## src/rtl/piso_serializer_if.sv

```systemverilog
// Parallel-in / serial-out handshake bundle: word input side plus serial output side.
// The slave modport is the serializer; the master modport is whoever feeds words and watches the line.
interface piso_serializer_if #(
  parameter int WIDTH = 8
);
  logic [WIDTH-1:0] din;
  logic             din_valid;
  logic             din_ready;
  logic             sout;
  logic             sout_valid;
  logic             sout_first;
  logic             sout_last;
  logic             busy;

  modport master (
    output din, din_valid,
    input  din_ready, sout, sout_valid, sout_first, sout_last, busy
  );

  modport slave (
    input  din, din_valid,
    output din_ready, sout, sout_valid, sout_first, sout_last, busy
  );
endinterface

```

## src/rtl/piso_serializer.sv

```systemverilog
// WIDTH-bit parallel-to-serial transmitter with framing flags; back-to-back frames without gaps.
// Define PISO_PARITY_EN to append an even-parity bit after the data bits of every frame.
module piso_serializer #(
  parameter int WIDTH     = 8,
  parameter int MSB_FIRST = 1
) (
  input  logic                clk,
  input  logic                reset,
  piso_serializer_if.slave    bus
);

  localparam int CW = $clog2(WIDTH + 1);
  localparam logic [CW-1:0] LAST_CNT = CW'(WIDTH - 1);

  localparam logic [1:0] IDLE   = 2'd0;
  localparam logic [1:0] SHIFT  = 2'd1;
`ifdef PISO_PARITY_EN
  localparam logic [1:0] PARITY = 2'd2;
`endif

  logic [1:0]       state;
  logic [WIDTH-1:0] shift_reg;
  logic [WIDTH-1:0] shifted;
  logic [CW-1:0]    bit_cnt;
`ifdef PISO_PARITY_EN
  logic             parity_bit;
`endif

  logic in_idle;
  logic in_shift;
  logic last_data;
  logic data_bit;
  logic ready;
  logic accept;

  assign in_idle   = (state == IDLE);
  assign in_shift  = (state == SHIFT);
  assign last_data = in_shift && (bit_cnt == LAST_CNT);
  assign data_bit  = (MSB_FIRST != 0) ? shift_reg[WIDTH-1] : shift_reg[0];
  assign shifted   = (MSB_FIRST != 0) ? {shift_reg[WIDTH-2:0], 1'b0}
                                      : {1'b0, shift_reg[WIDTH-1:1]};

`ifdef PISO_PARITY_EN
  logic in_parity;
  assign in_parity = (state == PARITY);
  // The frame ends on the parity cycle, so that is where the next word may be taken.
  assign ready     = in_idle || in_parity;
`else
  assign ready     = in_idle || last_data;
`endif

  assign accept = bus.din_valid && ready;

  // NOTE: state registers use non-blocking assignments so every flop samples pre-edge values.
  always_ff @(posedge clk or negedge reset) begin
    if (!reset) begin
      state      <= IDLE;
      shift_reg  <= '0;
      bit_cnt    <= '0;
`ifdef PISO_PARITY_EN
      parity_bit <= 1'b0;
`endif
    end else if (accept) begin
      state      <= SHIFT;
      shift_reg  <= bus.din;
      bit_cnt    <= '0;
`ifdef PISO_PARITY_EN
      parity_bit <= ^bus.din;
`endif
    end else begin
      case (state)
        SHIFT: begin
          shift_reg <= shifted;
          if (last_data) begin
            bit_cnt <= '0;
`ifdef PISO_PARITY_EN
            state   <= PARITY;
`else
            state   <= IDLE;
`endif
          end else begin
            bit_cnt <= bit_cnt + 1'b1;
          end
        end
`ifdef PISO_PARITY_EN
        PARITY:  state <= IDLE;
`endif
        default: state <= IDLE;
      endcase
    end
  end

  // Outputs decode registered state only; reset clears them without waiting for a clock.
  assign bus.din_ready  = ready;
  assign bus.sout_first = in_shift && (bit_cnt == '0);
`ifdef PISO_PARITY_EN
  assign bus.sout       = in_shift ? data_bit : (in_parity && parity_bit);
  assign bus.sout_valid = in_shift || in_parity;
  assign bus.sout_last  = in_parity;
  assign bus.busy       = in_shift || in_parity;
`else
  assign bus.sout       = in_shift && data_bit;
  assign bus.sout_valid = in_shift;
  assign bus.sout_last  = last_data;
  assign bus.busy       = in_shift;
`endif

endmodule

```

## src/flat_wrapper.sv

```systemverilog
// flat-port wrapper written by rule: the top's interface ports become plain ports
module piso_serializer_flat 
#(
  parameter int WIDTH     = 8,
  parameter int MSB_FIRST = 1
)
  (clk, reset, bus_din, bus_din_valid, bus_din_ready, bus_sout, bus_sout_valid, bus_sout_first, bus_sout_last, bus_busy);
  piso_serializer_if #(.WIDTH(WIDTH)) bus_i ();
  input  logic clk;
  input  logic reset;
  input wire logic [$bits(bus_i.din)-1:0] bus_din;
  input wire logic [$bits(bus_i.din_valid)-1:0] bus_din_valid;
  output wire logic [$bits(bus_i.din_ready)-1:0] bus_din_ready;
  output wire logic [$bits(bus_i.sout)-1:0] bus_sout;
  output wire logic [$bits(bus_i.sout_valid)-1:0] bus_sout_valid;
  output wire logic [$bits(bus_i.sout_first)-1:0] bus_sout_first;
  output wire logic [$bits(bus_i.sout_last)-1:0] bus_sout_last;
  output wire logic [$bits(bus_i.busy)-1:0] bus_busy;
  assign bus_i.din = bus_din;
  assign bus_i.din_valid = bus_din_valid;
  assign bus_din_ready = bus_i.din_ready;
  assign bus_sout = bus_i.sout;
  assign bus_sout_valid = bus_i.sout_valid;
  assign bus_sout_first = bus_i.sout_first;
  assign bus_sout_last = bus_i.sout_last;
  assign bus_busy = bus_i.busy;
  piso_serializer #(.WIDTH(WIDTH), .MSB_FIRST(MSB_FIRST)) u_core (.clk(clk), .reset(reset), .bus(bus_i));
endmodule
```

## config.mk

```make
export PLATFORM = sky130hd
export DESIGN_NAME = piso_serializer_flat
export DESIGN_NICKNAME = d
export VERILOG_FILES = /design/src/rtl/piso_serializer_if.sv /design/src/rtl/piso_serializer.sv /design/src/flat_wrapper.sv
export SDC_FILE = /design/constraint.sdc
export NUM_CORES = 1
export LEC_CHECK = 0
export ABC_AREA = 1
export CORE_MARGIN = 1
export CORE_UTILIZATION = 53
export DETAILED_ROUTE_END_ITERATION = 10
export PLACE_DENSITY = 0.85
export SLEW_MARGIN = 30
export SYNTH_ARGS = -nofsm -noshare
export SYNTH_HDL_FRONTEND = slang
export SYNTH_SLANG_ARGS = --single-unit
export TNS_END_PERCENT = 50
```

## constraint.sdc

```tcl
create_clock -name clk -period 2.15 [get_ports clk]
set_input_delay 0.215 -clock clk [delete_from_list [all_inputs] [get_ports clk]]
set_output_delay 0.215 -clock clk [all_outputs]
set_load 0.02 [all_outputs]
```

## Word level (Yosys, flattened, before mapping)

Cells that the tools add are included.

| word-level totals | value |
|---|---|
| bits of input ports | 11 |
| bits in registers | 14 |
| output and inout port bits | 6 |
| word-level logic and storage cells | 23 |

| cells by class | value |
|---|---|
| reduce and logical (&&, ||, !) cells | 8 |
| equal/unequal tests | 3 |
| multiplexer cells | 8 |
| add/subtract/negate cells | 1 |

Operator list:

| operator | count |
|---|---|
| $mux W8 | 2 |
| $mux W4 | 3 |
| $mux W2 | 3 |
| $add A4 B1 Y4 const B | 1 |
| $eq A4 B3 Y1 const B | 1 |
| $logic_and A1 B1 Y1 | 4 |
| $logic_not A4 Y1 | 1 |
| $ne A3 B3 Y1 const B | 1 |
| $eq A2 B1 Y1 const B | 1 |
| $logic_not A2 Y1 | 1 |
| $reduce_bool A2 Y1 | 1 |
| $logic_or A1 B1 Y1 | 1 |

## Longest topological paths before layout

| logic depth | value |
|---|---|
| depth in word-level cells | 5 |
| gate-level depth with buffers | 6 |
| mapped depth without buffers | 6 |

## Worst setup path after synthesis

No wires, ideal clock.

| timing | value |
|---|---|
| path type | reg-to-output |
| start point | reg u_core.state[0] |
| end point | out bus_sout_first |
| slack | 747 ps |
| buffers on the path | 1 |
| data arrival time | 1188 ps |
| data required time | 1935 ps |
| cell stages (with the launch flop) | 4 |
| path through | dfrtp_1 buf_4 nand2_1 nor3_1 |

| on the way | value |
|---|---|
| cells in the longest elaborated chain, start to end | 2 |

Ends and longest elaborated chain:

| what | line | RTL |
|---|---|---|
| start, declared | piso_serializer.sv:21 | `logic [1:0] state;` |
| start signal, assigned | piso_serializer.sv:57 | `state <= IDLE;` |
| start signal, assigned | piso_serializer.sv:64 | `state <= SHIFT;` |
| start signal, assigned | piso_serializer.sv:79 | `state <= IDLE;` |
| $eq A2 B1 Y1 | piso_serializer.sv:37 | `assign in_shift = (state == SHIFT);` |
| $logic_and A1 B1 Y1 | piso_serializer.sv:95 | `assign bus.sout_first = in_shift && (bit_cnt == '0);` |
| end, declared | flat_wrapper.sv:16 | `output wire logic [$bits(bus_i.sout_first)-1:0] bus_sout_first;` |

No other way between the ends.

## Final worst setup path

| timing | value |
|---|---|
| start point | reg u_core.bit_cnt[0] |
| end point | out bus_sout_last |

| on the way | value |
|---|---|
| cells in the longest elaborated chain, start to end | 2 |

Ends and longest elaborated chain:

| what | line | RTL |
|---|---|---|
| start, declared | piso_serializer.sv:24 | `logic [CW-1:0] bit_cnt;` |
| start signal, assigned | piso_serializer.sv:82 | `bit_cnt <= bit_cnt + 1'b1;` |
| $eq A4 B3 Y1 | piso_serializer.sv:38 | `assign last_data = in_shift && (bit_cnt == LAST_CNT);` |
| $logic_and A1 B1 Y1 | piso_serializer.sv:38 |  |
| end, declared | flat_wrapper.sv:17 | `output wire logic [$bits(bus_i.sout_last)-1:0] bus_sout_last;` |

No other way between the ends.

==> run_results.csv <==
group,metric,value,unit
run_status,status,"completed",
clock_tree,cts.sinks,13,
logic_synthesis,syn_area,818.3,µm²
critical_path,worstPathRequired,1.93,ns
logic_synthesis,synth_compound_area_share,2.905,%
global_routing,grt_busiest_layer,"met2",
critical_path,slowest_stage,"clkdlybuf4s50_1",
final_layout,syn_to_final_growth,19.27,%
timing,skew,0.002673,ns
global_routing,track_usage,20.83,%
logic_synthesis,synthesis.nets,108,
clock_tree,clock_latency,0.29,ns
detailed_routing,num_vias,637,
detailed_routing,first_iter_violations,12,
logic_synthesis,synthTopCellsByCount,"nand2_1, nand3_2, dfrtp_1",
global_routing,grt_pass1_wl,2145,µm
timing,fmax,500.5,MHz
floorplan,dieArea,1705,µm²
hold_path,min_path_type,"in2async",
timing,tns,0,ns
global_routing,met2_usage,32.42,%
clock_tree,post-cts-setup-buffers,0,
final_layout,final_core_util,71.43,%
clock_tree,cts_buffer_depth,2,
logic_synthesis,synth_ff_type,"dfrtp_1",
floorplan,core,1366,µm²
final_layout,drive_gt1_share,20.72,%
floorplan,num_io_pins,17,
logic_synthesis,synth_top_family_by_area,"simple AND/OR/NAND/NOR gates",
place,dp_slack,0.3907,ns
clock_tree,cts_max_level,1,
logic_synthesis,synth_top_area_cell,"dfrtp_1",
power,peakVddDrop,0.7451,mV
place,place_hpwl,1058,µm
logic_synthesis,synth-seq-cells,13,
logic_synthesis,synth_fa_ha_area_share,3.058,%
timing,fin_crit_sh,92.93,%
timing,fin_crit,1.998,ns
logic_synthesis,yosysMostFrequentCell,"nand2_1",
run,drv_cap,0,
critical_path,ff2ff_setup_slack,0.74,ns
final_layout,num_antenna_cells,0,
logic_synthesis,synth_edf_count,0,
detailed_routing,wirelength,1514,µm
detailed_routing,vias_per_cell,5.056,
detailed_routing,wire_per_inst,12.02,µm
logic_synthesis,synth_mux_area_share,0,%
power,p_leak,0.5072,nW
global_routing,grt_max_degree,19,
critical_path,endpoint_kind,"output pin",
logic_synthesis,synth_xor_area_share,0,%
floorplan,num_rows,13,
critical_path,worst_path_largest_cell_delay,0.61,ns
place,gp_congestion,0.7984,
logic_synthesis,synth.distinct_cells,18,
clock_tree,cts_made_buffers,3,
floorplan,initial_core_util,59.89,%
logic_synthesis,ys_warn_count,0,
critical_path,path_max_fanout,5,
power,p_per_area,1281,nW/µm²
clock_tree,clkTransAtPathRegs,0.08,ns
logic_synthesis,yosysSeqAreaShare,39.76,%
timing,rsz0062_at_grt,"no",
global_routing,grt_pass1_vias,538,
timing,fin_ws,0.1520,ns
critical_path,cp-start-kind,"flip-flop",
timing,max_slew_margin,60.54,%
floorplan,dieWidth,41.29,µm
clock_tree,cts_tree,"built",
detailed_routing,antenna_left,0,
critical_path,crit_type,"reg2out",
place,portBuffers,16,
timing,setup_viol,0,
floorplan,chipHeight,41.29,µm
clock_tree,cts-root-buf,"clkbuf_4",
global_routing,use_met3,4.787,%
detailed_routing,drc,0,
logic_synthesis,syn_area_per_cell,8.614,µm²
timing,maxSlewViolCount,0,
logic_synthesis,synthCells,95,
global_routing,antenna_found_initial,0,
global_routing,overflow,0,
critical_path,path_cells,"ha_1 > nand3_2 > nor2_1 > clkdlybuf4s50_1",
final_layout,largest_register_ffs,8,
critical_path,cp.arrival,1.78,ns
detailed_routing,firstDrtPassIters,4,
critical_path,r2r_start,"u_core.bit_cnt[0]",
global_routing,gr-usage-met1,24.32,%
logic_synthesis,synthSimpleGateAreaFrac,41.28,%
logic_synthesis,synth_top_area_share,39.76,%
logic_synthesis,async_flop_share,100.0,%
final_layout,nets,125,
timing,finalHoldViolCount,0,
critical_path,startpoint,"u_core.bit_cnt[0]",
timing,worst_pin_slew,0.5901,ns
logic_synthesis,ys_top_cells_by_area,"dfrtp_1, nand3_2, nand2_1, inv_1, nor2_1",
## cell usage in the layout, fill, tap and decap left out
| cell type | instances |
|---|---|
| dfrtp_1 | 13 |
| o21ai_2 | 1 |
| nor2_1 | 10 |
| nand2_4 | 1 |
| nor3_1 | 1 |
| nand3_2 | 14 |
| nand2_1 | 26 |
| ha_1 | 2 |
| a21oi_1 | 2 |
| dlymetal6s2s_1 | 1 |
| inv_1 | 12 |
| clkbuf_1 | 1 |
| inv_2 | 1 |
| nand2_2 | 1 |
| clkdlybuf4s50_1 | 15 |
| buf_4 | 1 |
| clkbuf_4 | 3 |
| nor2_8 | 1 |
| nand3_1 | 4 |
| o21ai_1 | 1 |
## final cells by class
cell class	count	area (µm²)
clock buffers	4	26.28
repair buffers	17	170.2
multi-input cells	64	386.6
flip-flops and latches	13	325.3
well taps	15	18.77
inverters	13	48.80
fillers	111	390.4
## logic make-up (layout without fill, tap and decap cells)
logic type / count (synthesis) / after routing
DFF: 13 / 13
adders and majority gates: 2 / 2
and+or+nand+nor: 58 / 58
buffers and inverters: 18 / 34
AOI/OAI and AO/OA: 4 / 4
## stage by stage
step           instance area (µm²)  total power, mW  cells  hold slack [ns]
2_1_floorplan                818.3           0.9795     95         -0.08059
4_1_cts                      973.4            1.262    126           0.3204
5_1_grt                      975.9            1.348    126           0.3575
6_report                     975.9            1.250    126           0.2963
3_5_place_dp                 947.2            1.097    122           0.4861
3_3_place_gp                 947.2            1.075    122           0.4766
## critical path, delay by kind of cell, from the launching register on
family                     cells  cell delay [ns]
buffers and inverters          1             0.61
and+or+nand+nor                2             0.23
adders and majority gates      1             0.24
DFF                            1             0.42
## final timing paths
kind	to	cells past startpoint
min in group clk	u_core.shift_reg[1]	2
min	u_core.shift_reg[6]	1
max	bus_sout_last	4
max reg2reg	u_core.shift_reg[6]	6
min reg2reg	u_core.shift_reg[1]	2
max in group asynchronous	u_core.bit_cnt[0]	1
## power by group
part	internal (mW)	leakage (nW)	total, mW	switching (mW)
clock	0.0722	0.0150	0.159	0.0865
sequential	0.352	0.165	0.460	0.108
combinational	0.266	0.328	0.631	0.366
total	0.690	0.507	1.25	0.560
## per-layer routing
metal  vias up  part of all wire [%]
met4         0                   2.7
met1       291                    43
met3         5                   4.0
met2        12                    50
li1        329                     -
met5         -                     0
## repair_timing
action / 4_1_cts / 5_1_grt
hold buffers: 0 / 0
endpoints found under the hold margin: 0 / 0
gates resized for setup: 0 / 1
setup endpoints to repair: 0 / 1
Note: power is estimated with default switching activity, not from simulation.
